==> src/rtl/prime_sim.sv <==
// Prime-number benchmark engine: Sieve of Eratosthenes over an internal
// 1-bit table, followed by a count of the primes below N.
module prime_sim #(
  parameter int N  = 1000,
  parameter int AW = 10,
  parameter int CW = 16
) (
  input  logic          i_clk,
  input  logic          i_reset,
  input  logic          i_run_req,
  output logic          o_run_busy,
  input  logic          i_start_req,
  output logic          o_start_busy,
  input  logic          i_join_req,
  output logic          o_join_busy,
  input  logic          i_yield_req,
  output logic          o_yield_busy,
  input  logic          i_finish_flag_in,
  input  logic          i_finish_flag_we,
  output logic          o_finish_flag_out,
  output logic [CW-1:0] o_prime_count_out,
  output logic [CW-1:0] o_last_prime_out
);

  typedef enum logic [2:0] {
    S_IDLE, S_INIT, S_OUTER, S_CHECK, S_MARK, S_COUNT, S_DONE
  } state_t;

  state_t          r_state;
  logic [AW-1:0]   r_i;
  logic [AW-1:0]   r_k;
  logic [AW:0]     r_j;
  logic [CW-1:0]   r_count;
  logic [CW-1:0]   r_last;
  logic [N-1:0]    r_table;

  logic [2*AW-1:0] w_isq;
  logic [AW-1:0]   w_addr;
  logic            w_we;
  logic            w_wdata;
  logic            w_rd;

  // i*i at double width so the outer-loop bound never overflows
  assign w_isq = (2*AW)'(r_i) * (2*AW)'(r_i);

  // Single table port: address/write-enable selected by the current state
  always_comb begin
    w_we    = 1'b0;
    w_wdata = 1'b0;
    w_addr  = r_k;
    case (r_state)
      S_INIT: begin
        w_we    = 1'b1;
        w_wdata = 1'b1;
        w_addr  = r_i;
      end
      S_CHECK: begin
        w_addr  = r_i;
      end
      S_MARK: begin
        w_we    = (r_j < (AW+1)'(N));
        w_addr  = r_j[AW-1:0];
      end
      default: begin
        w_addr  = r_k;
      end
    endcase
  end

  assign w_rd = r_table[w_addr];

  // Sieve table storage, contents undefined until INIT
  always_ff @(posedge i_clk) begin
    if (w_we) r_table[w_addr] <= w_wdata;
  end

  // Control FSM with registered status and result outputs
  always_ff @(posedge i_clk or posedge i_reset) begin
    if (i_reset) begin
      r_state           <= S_IDLE;
      r_i               <= AW'(0);
      r_k               <= AW'(0);
      r_j               <= (AW+1)'(0);
      r_count           <= CW'(0);
      r_last            <= CW'(0);
      o_run_busy        <= 1'b0;
      o_start_busy      <= 1'b0;
      o_finish_flag_out <= 1'b0;
      o_prime_count_out <= CW'(0);
      o_last_prime_out  <= CW'(0);
    end else begin
      o_start_busy <= 1'b0;
      if (i_finish_flag_we) o_finish_flag_out <= i_finish_flag_in;
      case (r_state)
        S_IDLE: begin
          if (i_run_req | i_start_req) begin
            r_state      <= S_INIT;
            r_i          <= AW'(0);
            o_run_busy   <= 1'b1;
            o_start_busy <= i_start_req;
          end
        end
        S_INIT: begin
          if (r_i == AW'(N-1)) begin
            r_i     <= AW'(2);
            r_state <= S_OUTER;
          end else begin
            r_i     <= r_i + AW'(1);
          end
        end
        S_OUTER: begin
          if (w_isq >= (2*AW)'(N)) begin
            r_state <= S_COUNT;
            r_k     <= AW'(2);
            r_count <= CW'(0);
            r_last  <= CW'(0);
          end else begin
            r_state <= S_CHECK;
          end
        end
        S_CHECK: begin
          if (w_rd) begin
            r_j     <= (AW+1)'(w_isq);
            r_state <= S_MARK;
          end else begin
            r_i     <= r_i + AW'(1);
            r_state <= S_OUTER;
          end
        end
        S_MARK: begin
          if (r_j >= (AW+1)'(N)) begin
            r_i     <= r_i + AW'(1);
            r_state <= S_OUTER;
          end else begin
            r_j     <= r_j + (AW+1)'(r_i);
          end
        end
        S_COUNT: begin
          if (w_rd) begin
            r_count <= r_count + CW'(1);
            r_last  <= CW'(r_k);
          end
          if (r_k == AW'(N-1)) r_state <= S_DONE;
          else                 r_k     <= r_k + AW'(1);
        end
        S_DONE: begin
          o_prime_count_out <= r_count;
          o_last_prime_out  <= r_last;
          // completion wins over a simultaneous software write
          o_finish_flag_out <= 1'b1;
          o_run_busy        <= 1'b0;
          r_state           <= S_IDLE;
        end
        default: begin
          r_state <= S_IDLE;
        end
      endcase
    end
  end

  assign o_join_busy  = i_join_req & o_run_busy;
  assign o_yield_busy = i_yield_req & 1'b0;

endmodule

==> config.mk <==
export PLATFORM = sky130hd
export DESIGN_NAME = prime_sim
export DESIGN_NICKNAME = d
export VERILOG_FILES = /design/src/rtl/prime_sim.sv
export SDC_FILE = /design/constraint.sdc
export NUM_CORES = 2
export LEC_CHECK = 0
export BUFFER_PORTS_ARGS = -buffer_cell sky130_fd_sc_hd__buf_2
export CAP_MARGIN = 15
export CORE_MARGIN = 2
export CORE_UTILIZATION = 55
export CTS_BUF_LIST = sky130_fd_sc_hd__clkbuf_8
export CTS_CLUSTER_DIAMETER = 150
export CTS_CLUSTER_SIZE = 30
export DETAILED_ROUTE_END_ITERATION = 12
export PLACE_DENSITY_LB_ADDON = 0.15
export REMOVE_ABC_BUFFERS = 1
export SETUP_SLACK_MARGIN = 0.05
export SLEW_MARGIN = 30
export SYNTH_ARGS = -nofsm -noshare
export SYNTH_HDL_FRONTEND = slang
export SYNTH_SLANG_ARGS = --single-unit
==> constraint.sdc <==
create_clock -name i_clk -period 34.6 [get_ports i_clk]
set_input_delay 5.19 -clock i_clk [delete_from_list [all_inputs] [get_ports i_clk]]
set_output_delay 5.19 -clock i_clk [all_outputs]
set_load 0.01 [all_outputs]
Word level (Yosys, flattened, before mapping). Cells that the tools add are included. W data, S select, Z words.

$add $sub $neg: 4. Multiply operators: 1. Magnitude comparators: 5. Eq/ne operators: 18. Mux-type cells: 37. Bitwise gates (word level): 2. Reduce and logical (&&, ||, !) cells: 14.

Operator list (count): $bwmux W1000 (1); $pmux W16 S2 (2); $mux W10 (6); $mux W16 (3); $pmux W10 S2 (2); $pmux W10 S4 (1); $mux W11 (2); $pmux W11 S2 (1); $add A10 B1 Y10 const B (2); $eq A10 B10 Y1 const B (2); $ge A20 B10 Y1 const B (1); $mul A10 B10 Y20 (1); $ne A2 B2 Y1 const B (10); $mux W3 (6); $pmux W3 S6 (1); $add A16 B1 Y16 const B (1); $add A11 B10 Y11 (1); $ge A11 B10 Y1 const B (1); $lt A10 B11 Y1 const B (1); $lt A11 B10 Y1 const B (1); $bmux W1 S10 (1); $demux W1 S10 (1); $ge A10 B1 Y1 const B (1); $eq A3 B3 Y1 const B (3); 14 further kinds (29).

Bits in registers: 1101. Input bits: 8. Output and inout bits: 37. Logic and storage cells: 93.

Logic depth before layout (Yosys ltp).
Depth after elaboration: 8. Gate-level depth with buffers: 27.

Worst setup path before layout. No wires, ideal clock.

Path type: reg2reg. Start point: reg r_state[0]. End point: reg r_table[0], data pin. Library setup time: 4.848 ns. Data arrival time: 24.088 ns. Required time: 29.752 ns. Setup slack: 5.664 ns. Cell stages (with the launch flop): 6. Path buffers: 3. Cells stage by stage: dfrtp_1 -> buf_2 -> buf_2 -> buf_2 -> nand2_1 -> nor2_1.

Elaborated cells on any way between the ends: 12.

RTL lines: start, declared (line 29) `state_t r_state;`; start signal, assigned (line 80) `r_state <= S_IDLE;`; start signal, assigned (line 97) `r_state <= S_INIT;`; start signal, assigned (line 106) `r_state <= S_OUTER;`; $eq A3 B1 Y1 (line 51) `case (r_state)`; $mux W1 (line 51); named net w_wdata (line 40) `logic w_wdata;`; $bwmux W1000 (line 74) `if (w_we) r_table[w_addr] <= w_wdata;`; end signal, assigned by index (line 74); end, declared (line 35) `logic [N-1:0] r_table;`.

The timed path passes the listed nets, and every way through them passes these cells. A chain may end at the register's enable or synchronous reset.

Final worst setup path.
Start point: in i_join_req. End point: out o_join_busy.

Longest elaborated chain between the ends: 1.

Ends and longest elaborated chain: start, declared (line 14) `input logic i_join_req,`; $and A1 B1 Y1 (line 161) `assign o_join_busy = i_join_req & o_run_busy;`; end, declared (line 15) `output logic o_join_busy,`.

No other way between the ends.

==> out/results.ini <==
[job]
cap_violations = 0

[floorplan]
fp-row-count = 111
dieArea_mm2 = 0.0950
start_util_pct = 55.5
die_h_um = 308
coreArea_mm2 = 0.0917
ios = 45
die_w_um = 308

[drt]
avgRoutedWirePerCell_um = 27.3
final_antenna_net_count = 0
top_layer = met4
drt_wl_total_mm = 149
drt_iter0_drc = 5281
avgViaCountPerCell = 6.43
wl_met2_mm = 68.7
drc = 0
dr.pass1.iters = 6
via_count = 35100
route.met3.wl_mm = 15.3
wl_met1_mm = 59.7

[clocking]
clk_pin_slew_ns = 0.17
h-tree-depth = 2
hold_buffers = 0
post_cts_resized = 0
cts_inserted_buffers = 42
root_buffer = clkbuf_8
cts_setup_buffers = 0
clock_sinks = 1089
tritoncts = built
clock_path_buffers = 3
clkLatencyLatePin_ns = 0.77

[worst_setup_path]
timing.rr.start = r_state[2]$_DFFE_PP0P_
path_max_fanout = 1
cp.arrival_ns = 5.54
startpoint = i_join_req
cp_common_cell = buf_2
start_kind = input pin
criticalPathCategory = input pin to output pin
slowest_delay_ns = 0.13
crit_path_cell_trace = buf_2, and2_1, buf_2
crit_family = buffers and inverters
end_kind = output pin
cp.required_ns = 29.41
critical-path-slowest-cell = and2_1
crit_buf_inv = 2

[pwr]
peakVddDrop_mv = 0.0936
p_leak_nw = 17.5
powerDensity_mw_per_mm2 = 70.0
power_mw = 3.70

[timing]
final.setup.tns_ns = 0
finalHoldViolations = 0
fmax_mhz = 93.2
fin_ws_ns = 23.87
fin_crit_sh_pct = 31.0
clock_skew_ns = 0.0446
relSlewSlack_pct = 28.0
tightest_slew_ns = 1.08
finalCriticalPeriod_ns = 10.73
setup_viol = 0
drv_slew = 0
hold_ws_ns = 0.495
rsz0062_at_grt = no

[min_path]
hp-start = o_prime_count_out[13]$_DFFE_PP0P_
hold_path_class = register to register

[cells_and_area]
fillCellCount = 7807
layout-drive-gt1-share_pct = 7.02
layout.cells.most_common_list = nor2_1 (1096), edfxtp_1 (1000), nand2_1 (640), mux2i_1 (261), a32oi_1 (236)
areaGrowthSynthToFinish_pct = 3.92
final_nets = 4373
layout_commonest_cell = nor2_1
regArea_mm2 = 0.0323
multi_input_area_mm2 = 0.0171
post-route-cell-area_mm2 = 0.0529

[synthesis]
yosys_warnings = 0
syn-cell-area_mm2 = 0.0509
ys_top_cells_by_area = edfxtp_1 (59%), nor2_1 (8.1%), mux2i_1 (5.2%)
yosysSeqAreaShare_pct = 63.4
synthSimpleGateAreaFrac_pct = 16.2
synth_cell_types = 70
synthAdderAreaFrac_pct = 3.45
synthXorXnorAreaFrac_pct = 0.688
dominantRegCellSynth = edfxtp_1
synth-compound-area-share_pct = 6.25
synth_seq_cells = 1089
muxShareOfSynthArea_pct = 6.27
async_flop_share_pct = 8.17
synth_top_area_cell = edfxtp_1
synth_top_family_by_area = simple AND/OR/NAND/NOR gates
syn_area_per_cell_um2 = 11.6
synth_top_area_share_pct = 59.0
synth_edf_count = 1000
netlist_instances = 4406

[placement]
place_area_mm2 = 0.0521
gp_congestion = 0.872
dp_slack_ns = 23.86
hpwl_mm = 82.8
portBuffers = 36

[global_route]
grtUsageTotal_pct = 31.2
grt_max_degree = 268
antenna_found_initial = 1
grt.overflow.total = 0
grt_pass1_wl_mm = 217
grt_pass1_vias = 32500

[outcome]
outcome = completed

[Yosys cell counts, drive strengths merged, types with 6 or more instances]
cell       n
and2      25
clkbuf   203
a31o       7
a211oi     7
mux2      36
nand2    659
inv       90
nand2b     7
nor3      12
edfxtp  1000
nor4      25
mux2i    266
ha        62
a22o      11
buf      136
nand4     72
xnor2     29
xor2      11
nor2    1102
and3      18
dfrtp     89
o22ai      6
o21bai     6
nand3     81
fa        49
o21ai     58
a32oi    236
a21oi     37
[final timing paths]
check                                                     to  slack (ns)  depth (start not counted)
max                                              o_join_busy       23.87                          3
min                        o_prime_count_out[13]$_DFFE_PP0P_        0.49                          2
max reg2reg                            r_last[8]$_DFFE_PP0P_       25.81                         17
min reg2reg                o_prime_count_out[13]$_DFFE_PP0P_        0.49                          2
max in group asynchronous                 r_j[8]$_DFFE_PP0P_       29.04                          3
min in group asynchronous      o_finish_flag_out$_DFFE_PP0P_        4.36                          2
[worst min-delay path, cell delays in order, from the launching register on]
cell     delay (ns)
dfrtp_1        0.38
nand2_1        0.04
o21ai_0        0.05
[through the flow]
step	util, %	std cells
5_1_grt	57.7	5459
2_1_floorplan	-	4073
3_3_place_gp	56.8	5394
3_5_place_dp	56.9	5395
6_report	57.7	5461
4_1_cts	57.6	5456
[flip-flops by register name (all words and copies together), names as in the netlist, 3 cells and up]
register	cells
r_i	10
r_j	11
r_k	10
r_count	16
r_last	10
r_table	1000
o_prime_count_out	16
r_state	3
o_last_prime_out	10
[power breakdown]
group          total, mW  internal (mW)  switching (mW)
sequential          1.67           1.65          0.0243
combinational       1.53          0.389            1.14
clock              0.499          0.118           0.381
[layout make-up]
type / count / share of cell area [%]
timing repair buffer: 137 / 1.95
multi-input combinational: 2891 / 32.3
sequential: 1089 / 61.0
clock buffer: 43 / 1.12
inverter: 93 / 0.662
antenna: 4 / 0.0189
tap: 1186 / 2.81
clock inverter: 18 / 0.184
[logic make-up (layout without fill, tap and decap cells)]
group	after synthesis	count (layout)
AND/OR/NAND/NOR	2020	2020
buffers and inverters	432	291
flip-flops	1089	1089
adder cells (fa/ha/maj)	111	111
XOR/XNOR	40	40
AO/OA/AOI/OAI	407	407
other	1	11
multiplexers	306	306
[per-layer routing]
layer / vias to the layer above / GRT usage (%)
li1: 15200 / -
met1: 17700 / 44.7
met2: 1901 / 49.0
met3: 274 / 4.97
met4: 0 / 10.6
met5: - / 0
Power figures use the tool's default switching activity.
